`src/rtl/ordenador_bolha.sv`:
```
// ordenador_bolha: valid/ready bubble sorter for N unsigned W-bit words.
// One shared A > B comparison per SORT cycle; each pass stops early once it makes no swap.
module ordenador_bolha #(
   parameter int W = 4,
   parameter int N = 4
) (
   input  logic         clk,
   input  logic         rst,
   input  logic         in_valid_i,
   input  logic [W-1:0] in_data_i,
   output logic         in_ready_o,
   output logic         out_valid_o,
   output logic [W-1:0] out_data_o,
   input  logic         out_ready_i,
   output logic         busy_o
);
   localparam int IW = (N > 2) ? $clog2(N) : 1;
   localparam logic [IW-1:0] LAST = IW'(N - 1);
   localparam logic [IW-1:0] PMAX = IW'(N - 2);
   typedef enum logic [1:0] {LOAD, SORT, OUT} state_t;
   state_t state_q, state_d;
   logic [W-1:0] mem_q [N];
   logic [W-1:0] mem_d [N];
   logic [IW-1:0] wcnt_q, wcnt_d, rcnt_q, rcnt_d, p_q, p_d, i_q, i_d, nxt;
   logic swapped_q, swapped_d, gt, any_swap;
   logic [W-1:0] a, b;
   assign in_ready_o  = state_q == LOAD;
   assign out_valid_o = state_q == OUT;
   assign busy_o      = state_q == SORT;
   assign out_data_o  = mem_q[rcnt_q];
   always_comb begin
      nxt       = i_q + 1'b1;
      a         = mem_q[i_q];
      b         = mem_q[nxt];
      gt        = a > b;
      any_swap  = swapped_q | gt;
      state_d   = state_q;
      mem_d     = mem_q;
      wcnt_d    = wcnt_q;
      rcnt_d    = rcnt_q;
      p_d       = p_q;
      i_d       = i_q;
      swapped_d = swapped_q;
      case (state_q)
         LOAD: if (in_valid_i) begin
            mem_d[wcnt_q] = in_data_i;
            wcnt_d        = wcnt_q + 1'b1;
            if (wcnt_q == LAST) begin
               state_d   = SORT;
               wcnt_d    = '0;
               p_d       = '0;
               i_d       = '0;
               swapped_d = 1'b0;
            end
         end
         SORT: begin
            if (gt) begin
               mem_d[i_q] = b;
               mem_d[nxt] = a;
            end
            swapped_d = any_swap;
            if (i_q < PMAX - p_q) i_d = nxt;
            // a clean pass means sorted; pass N-2 is the last one ever needed
            else if (!any_swap || p_q == PMAX) begin
               state_d = OUT;
               rcnt_d  = '0;
            end else begin
               p_d       = p_q + 1'b1;
               i_d       = '0;
               swapped_d = 1'b0;
            end
         end
         OUT: if (out_ready_i) begin
            rcnt_d = rcnt_q + 1'b1;
            if (rcnt_q == LAST) begin
               state_d = LOAD;
               wcnt_d  = '0;
               rcnt_d  = '0;
            end
         end
         default: state_d = LOAD;
      endcase
   end
   always_ff @(posedge clk) begin
      if (rst) begin
         state_q   <= LOAD;
         mem_q     <= '{default: '0};
         wcnt_q    <= '0;
         rcnt_q    <= '0;
         p_q       <= '0;
         i_q       <= '0;
         swapped_q <= 1'b0;
      end else begin
         state_q   <= state_d;
         mem_q     <= mem_d;
         wcnt_q    <= wcnt_d;
         rcnt_q    <= rcnt_d;
         p_q       <= p_d;
         i_q       <= i_d;
         swapped_q <= swapped_d;
      end
   end
endmodule

```
`config.mk`:
```
export PLATFORM = sky130hd
export DESIGN_NAME = ordenador_bolha
export DESIGN_NICKNAME = d
export VERILOG_FILES = /design/src/rtl/ordenador_bolha.sv
export SDC_FILE = /design/constraint.sdc
export NUM_CORES = 1
export LEC_CHECK = 0
export CAP_MARGIN = 40
export CORE_ASPECT_RATIO = 2
export CORE_MARGIN = 2
export CORE_UTILIZATION = 54
export DETAILED_ROUTE_END_ITERATION = 12
export PLACE_DENSITY = 0.79
export SLEW_MARGIN = 10
export SYNTH_ARGS = -nofsm -noshare
export SYNTH_HDL_FRONTEND = slang
export SYNTH_SLANG_ARGS = --single-unit
```
`constraint.sdc`:
```
create_clock -name clk -period 3.1 [get_ports clk]
set_input_delay 0.62 -clock clk [delete_from_list [all_inputs] [get_ports clk]]
set_output_delay 0.62 -clock clk [all_outputs]
set_load 0.03 [all_outputs]
```
==> results.sh, run 1 <==
export IMPL_r2r_end="mem_q[9]"
export IMPL_finalHoldViolations=0
export IMPL_hold_path_class="register to register"
export IMPL_num_antenna_cells=0
export IMPL_final_layout_size_suffix_gt1_share_pct=12.7
export IMPL_crit_start="i_q[1]"
export IMPL_synth_area_um2=2280
export IMPL_start_kind="register"
export IMPL_ctsHoldBuffers=0
export IMPL_cts_tree="yes"
export IMPL_clock_sinks=27
export IMPL_synthTopCellsByCount="dfxtp_1 (27), nor2_1 (20), a31oi_1 (18), nor2b_1 (17), o2bb2ai_1 (16)"
export IMPL_grt_pass1_vias=2245
export IMPL_antenna_found_initial=0
export IMPL_drv_slew=0
export IMPL_ir_worst_vdd_mv=0.467
export IMPL_yosysMostFrequentCell="dfxtp_1"
export IMPL_yosys_area_top_type="dfxtp_1"
export IMPL_hold_ws_ns=0.487
export IMPL_routabilityCongestion=1.07
export IMPL_yosys_top_cells_area="dfxtp_1 (24%), ha_1 (8.2%), mux4_2 (7.9%)"
export IMPL_vias=2332
export IMPL_synth_cell_type_count=41
export IMPL_ys_warn_count=0
export IMPL_run_status="completed"
export IMPL_ioPinCount=15
export IMPL_crit_type="register to register"
export IMPL_io_buffers=14
export IMPL_finalWorstSetupSlack_ns=0.0609
export IMPL_insertion_delay_ns=0.28
export IMPL_grt_overflow=0
export IMPL_dpl_instance_area_um2=2460
export IMPL_syn_inst=266
export IMPL_grt_max_degree=34
export IMPL_core_um2=4090
export IMPL_post_route_drc_count=0
export IMPL_drtIter0Drc=157
export IMPL_dieHeight_um=95.9
export IMPL_critPathMaxFanout=7
export IMPL_power_density_nw_per_um2=319
export IMPL_fin_nets=300
export IMPL_htreeDepth=1
export IMPL_fp_dieW_um=49.9
export IMPL_place_ws_ns=0.102
export IMPL_initial_core_util_pct=55.7
export IMPL_end_kind="register"
export IMPL_max_freq_mhz=329
export IMPL_synth_fp_nets=289
export IMPL_wl_mm=7.31
export IMPL_async_flop_share_pct=0
export IMPL_dieArea_um2=4790
export IMPL_clk_pin_slew_ns=0.10
export IMPL_nFillCells=352
export IMPL_drv_cap=0
export IMPL_setup_viol_count_final=0
export IMPL_drtAntennaViolNets=0
export IMPL_grt_pass1_wl_mm=11.3
export IMPL_synth_yosys_seq_area_share_pct=23.7
export IMPL_leakage_nw=0.928
export IMPL_ys_ff_latch=27
export IMPL_tns_ns=0
export IMPL_crit_path_end="mem_q[9]"
export IMPL_syn_avg_cell_area_um2=8.57
export IMPL_syn2layout_area_growth_pct=12.6
export IMPL_cts_root_buf="clkbuf_8"
export IMPL_hpwl_mm=5.48
export IMPL_grt_usage_pct=31.8
export IMPL_fin_crit_sh_pct=98.0
export IMPL_rows=33
export IMPL_skew_ns=0.00330
export IMPL_synth_edff_count=0
export IMPL_rr_startpoint="i_q[1]"
export IMPL_r2r_slack_ns=0.06
export IMPL_wl_per_cell_um=22.3
export IMPL_cp_arrival_ns=3.25
export IMPL_clock_path_buffers=2
export IMPL_drt_pass1_iter_count=5
export IMPL_numCtsBuffers=3
export IMPL_worst_slew_pin_transition_ns=0.519
export IMPL_synth_top_area_share_pct=23.7
export IMPL_min_period_ns=3.04
export IMPL_fin_area_um2=2570
export IMPL_slew_headroom_pct=65.4
export IMPL_worstRegToRegCells=11
export IMPL_required_ns=3.31
export IMPL_ys_flop_type="dfxtp_1"
export IMPL_p_total_w=0.000819
export IMPL_routed_via_density=7.11
==> stage by stage <==
| stage | std cells | utilization (%) |
|---|---|---|
| floorplan | 266 | - |
| global placement | 323 | 60.2 |
| detailed placement | 323 | 60.2 |
| CTS | 327 | 61.4 |
| global route | 328 | 62.8 |
| finish | 328 | 62.8 |
==> worst min path at each step <==
stage,endpoint,start,depth (start not counted),slack (ns)
final,p_q[0],p_q[0],1,0.49
after global routing,p_q[0],p_q[0],1,0.51
after CTS,p_q[0],p_q[0],1,0.49
after detailed placement,p_q[0],p_q[0],1,0.47
after global placement,p_q[0],p_q[0],1,0.45
after floorplan,p_q[0],p_q[0],1,0.44
==> routing by layer <==
layer	up-vias	global-route usage, %	share of wire [%]	routed length (µm)
li1	1058	-	-	-
met1	1088	32.2	34	2480
met2	142	60.8	53	3850
met3	44	2.17	5.9	431
met4	0	20.6	7.6	557
met5	-	0	0	0
==> flip-flops by register name (all words and copies together) (netlist names) <==
register / cells
mem_q: 16
i_q: 2
p_q: 2
rcnt_q: 2
state_q: 2
wcnt_q: 2
swapped_q: 1
==> what timing repair did <==
item,in CTS,in global routing
resized for setup,0,10
buffers inserted,0,1
setup endpoints to repair,0,17
==> critical path: stages, from the launching register on <==
cell,delay [ns]
dfxtp_1,0.34
inv_1,0.06
ha_2,0.44
mux2_1,0.42
mux2i_1,0.17
ha_1,0.26
nor2b_1,0.14
o211ai_1,0.29
buf_4,0.20
a311oi_4,0.14
a21oi_2,0.33
o2bb2ai_1,0.17
==> power breakdown <==
part           internal [W]  leakage [nW]  total [W]  switching, W
Sequential         0.000356         0.218   0.000369     0.0000131
Combinational     0.0000937         0.688   0.000237      0.000143
Clock             0.0000915        0.0217   0.000213      0.000122
==> logic make-up (layout without fill, tap and decap cells) <==
group,Yosys count,count (layout),synth area share [%]
AO/OA/AOI/OAI,91,91,29.3
adder cells (fa/ha/maj),15,15,8.24
buffers and inverters,32,42,6.43
flip-flops,27,27,23.7
multiplexers,19,19,13.1
AND/OR/NAND/NOR,82,82,19.2
==> layout make-up <==
cell class / instances / area (µm²) / area share (%)
multi-input cells: 207 / 1640 / 63.9
flip-flops and latches: 27 / 541 / 21.1
repair buffers: 25 / 223 / 8.68
well taps: 52 / 65.1 / 2.54
inverters: 13 / 48.8 / 1.90
clock buffers: 3 / 41.3 / 1.61
clock inverters: 1 / 7.51 / 0.293
==> layout by cell type (no fill, tap or decap), types with 11 or more instances in the layout <==
cell type         n
nor2b_1          17
ha_1             14
inv_1            12
a31oi_1          17
a221oi_1         12
o2bb2ai_1        16
dfxtp_1          27
buf_4            11
nor2_1           20
clkdlybuf4s50_1  14
No activity file was read; power rests on OpenSTA's default activity.
==> run 2: changes to the inputs <==
Settings changed: SKIP_CTS_REPAIR_TIMING set to 1.
==> results of run 2 <==
The final DEF is identical to that of run 1; final timing and power are the same.
==> run 3: changes to the inputs <==
==> constraint.sdc (replaced) <==
create_clock -name clk -period 3.1 [get_ports clk]
set_input_delay 0.465 -clock clk [delete_from_list [all_inputs] [get_ports clk]]
set_output_delay 0.465 -clock clk [all_outputs]
set_load 0.03 [all_outputs]
==> results.sh, run 3 (synthesis gave the netlist of run 1 again) <==
export IMPL_fin_crit_sh_pct=95.9
export IMPL_io_buffers=14
export IMPL_worst_slew_pin_transition_ns=0.718
export IMPL_required_ns=3.27
export IMPL_hpwl_mm=5.39
export IMPL_switching_power_w=0.000262
export IMPL_worstRegToRegCells=10
export IMPL_drtIter0Drc=138
export IMPL_tns_ns=0
export IMPL_fp_dieW_um=49.9
export IMPL_grt_max_degree=34
export IMPL_setup_viol_count_final=0
export IMPL_grt_pass1_vias=2249
export IMPL_mostFrequentLayoutCell="dfxtp_1"
export IMPL_min_period_ns=2.97
export IMPL_critPathMaxFanout=7
export IMPL_top_register="mem_q"
export IMPL_slew_headroom_pct=52.0
export IMPL_initial_core_util_pct=55.7
export IMPL_rows=33
export IMPL_p_comb_share_pct=28.1
export IMPL_drv_cap=0
export IMPL_grt_overflow=0
export IMPL_ioPinCount=15
export IMPL_wl_mm=7.00
export IMPL_skew_ns=0.00299
export IMPL_fin_area_um2=2550
export IMPL_dieHeight_um=95.9
export IMPL_antenna_found_initial=0
export IMPL_hold_path_class="register to register"
export IMPL_grt_usage_pct=30.7
export IMPL_crit_path_frequent_cell="mux2i_1"
export IMPL_dieArea_um2=4790
export IMPL_layoutNonFillerInstCount=328
export IMPL_power_frac_seq_pct=45.9
export IMPL_core_um2=4090
export IMPL_cp_arrival_ns=3.14
export IMPL_clock_path_buffers=2
export IMPL_path_delay_family="compound AO/OA/AOI/OAI gates"
export IMPL_path_depth=10
export IMPL_swShare_pct=32.8
export IMPL_dpl_instance_area_um2=2460
export IMPL_p_int_w=0.000538
export IMPL_post_route_util_pct=62.4
export IMPL_syn2layout_area_growth_pct=12.0
export IMPL_slowest_delay_ns=0.53
export IMPL_drv_slew=0
export IMPL_path_cells="inv_1 -> ha_4 -> mux2_1 -> mux2i_1 -> ha_1 -> nand4_1 -> mux2i_1 -> a311oi_2 -> a21oi_2 -> o2bb2ai_1"
export IMPL_end_kind="register"
export IMPL_num_antenna_cells=0
export IMPL_fin_nets=300
export IMPL_run_status="completed"
export IMPL_dp_cells=323
export IMPL_leakage_nw=0.927
export IMPL_routed_via_density=6.98
export IMPL_numCtsBuffers=3
export IMPL_vias=2291
export IMPL_cts_tree="yes"
export IMPL_hold_path_cell_count=2
export IMPL_grt_pass1_wl_mm=11.1
export IMPL_cp_num_buf_inv=1
export IMPL_wl_per_cell_um=21.3
export IMPL_final_cell_mix="dfxtp_1 (27), nor2_1 (20), a31oi_1 (18)"
export IMPL_crit_slowest_cell="a311oi_2"
export IMPL_wl_met2_mm=3.66
export IMPL_finalHoldViolations=0
export IMPL_drt_pass1_iter_count=4
export IMPL_htreeDepth=1
export IMPL_final_layout_size_suffix_gt1_share_pct=11.6
export IMPL_insertion_delay_ns=0.27
export IMPL_post_route_drc_count=0
export IMPL_routabilityCongestion=1.03
export IMPL_start_kind="register"
export IMPL_power_density_nw_per_um2=313
export IMPL_hold_ws_ns=0.491
export IMPL_crit_type="register to register"
export IMPL_wl_met3_um=299
export IMPL_cts_root_buf="clkbuf_8"
export IMPL_clock_sinks=27
export IMPL_top_layer="met4"
export IMPL_max_freq_mhz=336
export IMPL_ir_worst_vdd_mv=0.327
export IMPL_largest_reg_flops=16
export IMPL_routedLengthMet1_mm=2.40
export IMPL_pwr_share_clk_pct=25.9
export IMPL_drtAntennaViolNets=0
export IMPL_clk_pin_slew_ns=0.10
==> run 3: cell counts in the layout (fill, tap and decap cells not counted) <==
Identical to the previous run, type by type.
==> run 3: routing by layer <==
| layer | track usage, % | up-vias |
|---|---|---|
| met1 | 31.8 | 1076 |
| met2 | 56.1 | 111 |
| li1 | - | 1050 |
| met5 | 0 | - |
| met4 | 24.3 | 0 |
| met3 | 2.02 | 54 |
==> run 3: stage by stage <==
step / setup WS (ns) / total power, W
after floorplan: 0.0733 / 0.000511
after global placement: 0.183 / 0.000578
after detailed placement: 0.0938 / 0.000579
after CTS: 0.0584 / 0.000781
after global routing: -0.0571 / 0.000832
final: 0.126 / 0.000800
==> run 3: final timing paths <==
check,start,endpoint,slack [ns]
hold / removal,p_q[1],p_q[1],0.49
setup reg to reg,i_q[1],mem_q[13],0.13
setup / recovery,i_q[1],mem_q[13],0.13
hold reg to reg,p_q[1],p_q[1],0.49
==> run 3: power by group through the flow <==
| stage | combinational (W) | clock, W | sequential [W] |
|---|---|---|---|
| 3_5_place_dp | 0.000204 | 0 | 0.000375 |
| 3_3_place_gp | 0.000203 | 0 | 0.000375 |
| 5_1_grt | 0.000242 | 0.000221 | 0.000369 |
| 6_report | 0.000225 | 0.000207 | 0.000367 |
| 4_1_cts | 0.000205 | 0.000209 | 0.000367 |
| 2_1_floorplan | 0.000141 | 0 | 0.000371 |
==> run 3: final cells by class <==
| class | count | area (µm²) |
|---|---|---|
| Clock buffer | 3 | 41.3 |
| Clock inverter | 1 | 7.51 |
| Fill cell | 351 | 1540 |
| Inverter | 13 | 48.8 |
| Multi-Input combinational cell | 207 | 1630 |
| Sequential cell | 27 | 541 |
| Tap cell | 52 | 65.1 |
| Timing Repair Buffer | 25 | 223 |
==> run 3: worst min-delay path, cell delays in order (launching register included) <==
cell and delay [ns]:
dfxtp_1 0.33, inv_1 0.05, o32ai_1 0.07
==> RTL edit: new RTL, settings of run 2 <==
`W`: 4 -> 5.
--- a/src/rtl/ordenador_bolha.sv
+++ b/src/rtl/ordenador_bolha.sv
@@ -1,7 +1,7 @@
 // ordenador_bolha: valid/ready bubble sorter for N unsigned W-bit words.
 // One shared A > B comparison per SORT cycle; each pass stops early once it makes no swap.
 module ordenador_bolha #(
-   parameter int W = 4,
+   parameter int W = 5,
    parameter int N = 4
 ) (
    input  logic         clk,
Interface: changed (resized in_data_i and out_data_o); port bits go from 15 to 17. No check against the original RTL was run, so the function may have changed too.
==> RTL edit against run 2 <==
Clock skew grew 0.0058 ns; largest cell class unchanged; worst setup slack improved by 0.15 ns; wire length grew 2.9%; synthesized cell count up 4.1%; area after synthesis up 8.1%; total power up 38%; sequential share of layout area up 1.2 points; worst hold slack gained 0.014 ns; global-route usage is 0.28 points lower; critical endpoint unchanged; cell area rose by 8.8%; sequential cell count is 4 higher; largest power group is now clock.
==> RTL edit: results (changes against run 2) <==
| Metric | Value |
|---|---|
| Status | complete, no violations |
| GRT Resource Usage Total | 31.48% (-0.28 points) |
| Routability cong. | 1.012 (-5.1%) |
| H-tree levels | 2 (+1) |
| Worst-path maximum fanout | 10 (+3) |
| Largest net degree at the start of global routing | 33 (-2.9%) |
| Syn nets | 302 (+4.5%) |
| Clock transition at path regs | 0.07 ns (-0.03 ns) |
| Hold_ws | 0.5008 ns (+0.01419 ns) |
| DR WL met3 | 483 microns (+12%) |
| Non-filler cells, final | 342 (+4.3%) |
| Initial antenna violation count | 0 (unchanged) |
| Critical path arrival | 3.02 ns (-0.23 ns) |
| Final HPWL DP | 5.485 mm (+0.15%) |
| HP Start | mem_q[1]$_SDFFE_PP0P_ |
| First-pass GRT wire length | 12.11 mm (+7.0%) |
| Max reg flops | 20 (+4) |
| Num CTS Buffers | 5 (+2) |
| End of the worst hold path | mem_q[1]$_SDFFE_PP0P_ |
| Max stage delay on crit path | 0.46 ns (+0.02 ns) |
| Peak VDD IR | 0.0004533 V (-3.0%) |
| Headroom to the max-slew limit | 37.56% (-28 points) |
| Area contributors post-synth | dfxtp_1 25%, mux4_2 14%, a21oi_1 10% |
| Most frequent cells after synthesis | 50 x a21oi_1, 31 x dfxtp_1, 25 x nand3_1 |
| Fin crit share | 93.05% (-5.0 points) |
| M2 GR Usage | 54.83% (-5.9 points) |
| # port buffers | 16 (+2) |
| Share of cells above drive strength 1 | 15.63% (+2.9 points) |
| Yosys cell types | 38 (-7.3%) |
| Post-layout net count | 312 (+4.0%) |
| Vias per inst | 7.307 (+2.8%) |
| Placed Area | 0.002654 sq mm (+7.8%) |
| Clock Skew | 0.009143 ns (+0.005841 ns) |
| Fill count | 380 (+8.0%) |
| Worst-Skew Late Latency | 0.30 ns (+0.02 ns) |
| R2R setup slack | 0.22 ns (+0.15 ns) |
| GR Layer Usage met1 | 32.14% (-0.046 points) |
| Seq/Total Area, Yosys | 25.19% (+1.5 points) |
| Static leakage | 0.9702 nW (+4.6%) |
| M1 WL | 2.597 mm (+4.8%) |
| Start of the worst register-to-register path | i_q[0]$_SDFFE_PP0P_ |
| FF+latch area | 620.6 sq um (+15%) |
==> RTL edit: cell types whose count changed in the layout (fill, tap and decap cells not counted), sizes merged, moves of 12 or more <==
cell,delta
nor2b,-12
a21oi,+36
a31oi,-16
nand3,+17
nor2,-12
a211o,+20
o2bb2ai,-16
==> RTL edit: cell families (layout without fill, tap and decap cells) <==
family | Yosys count | in the layout | synth area share, %
fa+ha+maj | 16 | 16 | 8.126
mux | 16 | 16 | 14.12
compound gates | 117 | 117 | 34.18
flops | 31 | 31 | 25.19
simple gates | 62 | 62 | 12.44
buf+inv | 35 | 46 | 5.942
==> RTL edit: power breakdown <==
group	switching, mW	leakage (nW)	internal [mW]
Sequential	0.0126	0.251	0.408
Combinational	0.157	0.658	0.115
Clock	0.174	0.0612	0.260
==> RTL edit: final cells by class <==
class	instances	area share, %
Clock buffer	6	2.958
Clock inverter	2	1.255
Inverter	13	1.748
Multi-Input combinational cell	211	60.78
Sequential cell	31	22.23
Tap cell	54	2.420
Timing Repair Buffer	25	8.606
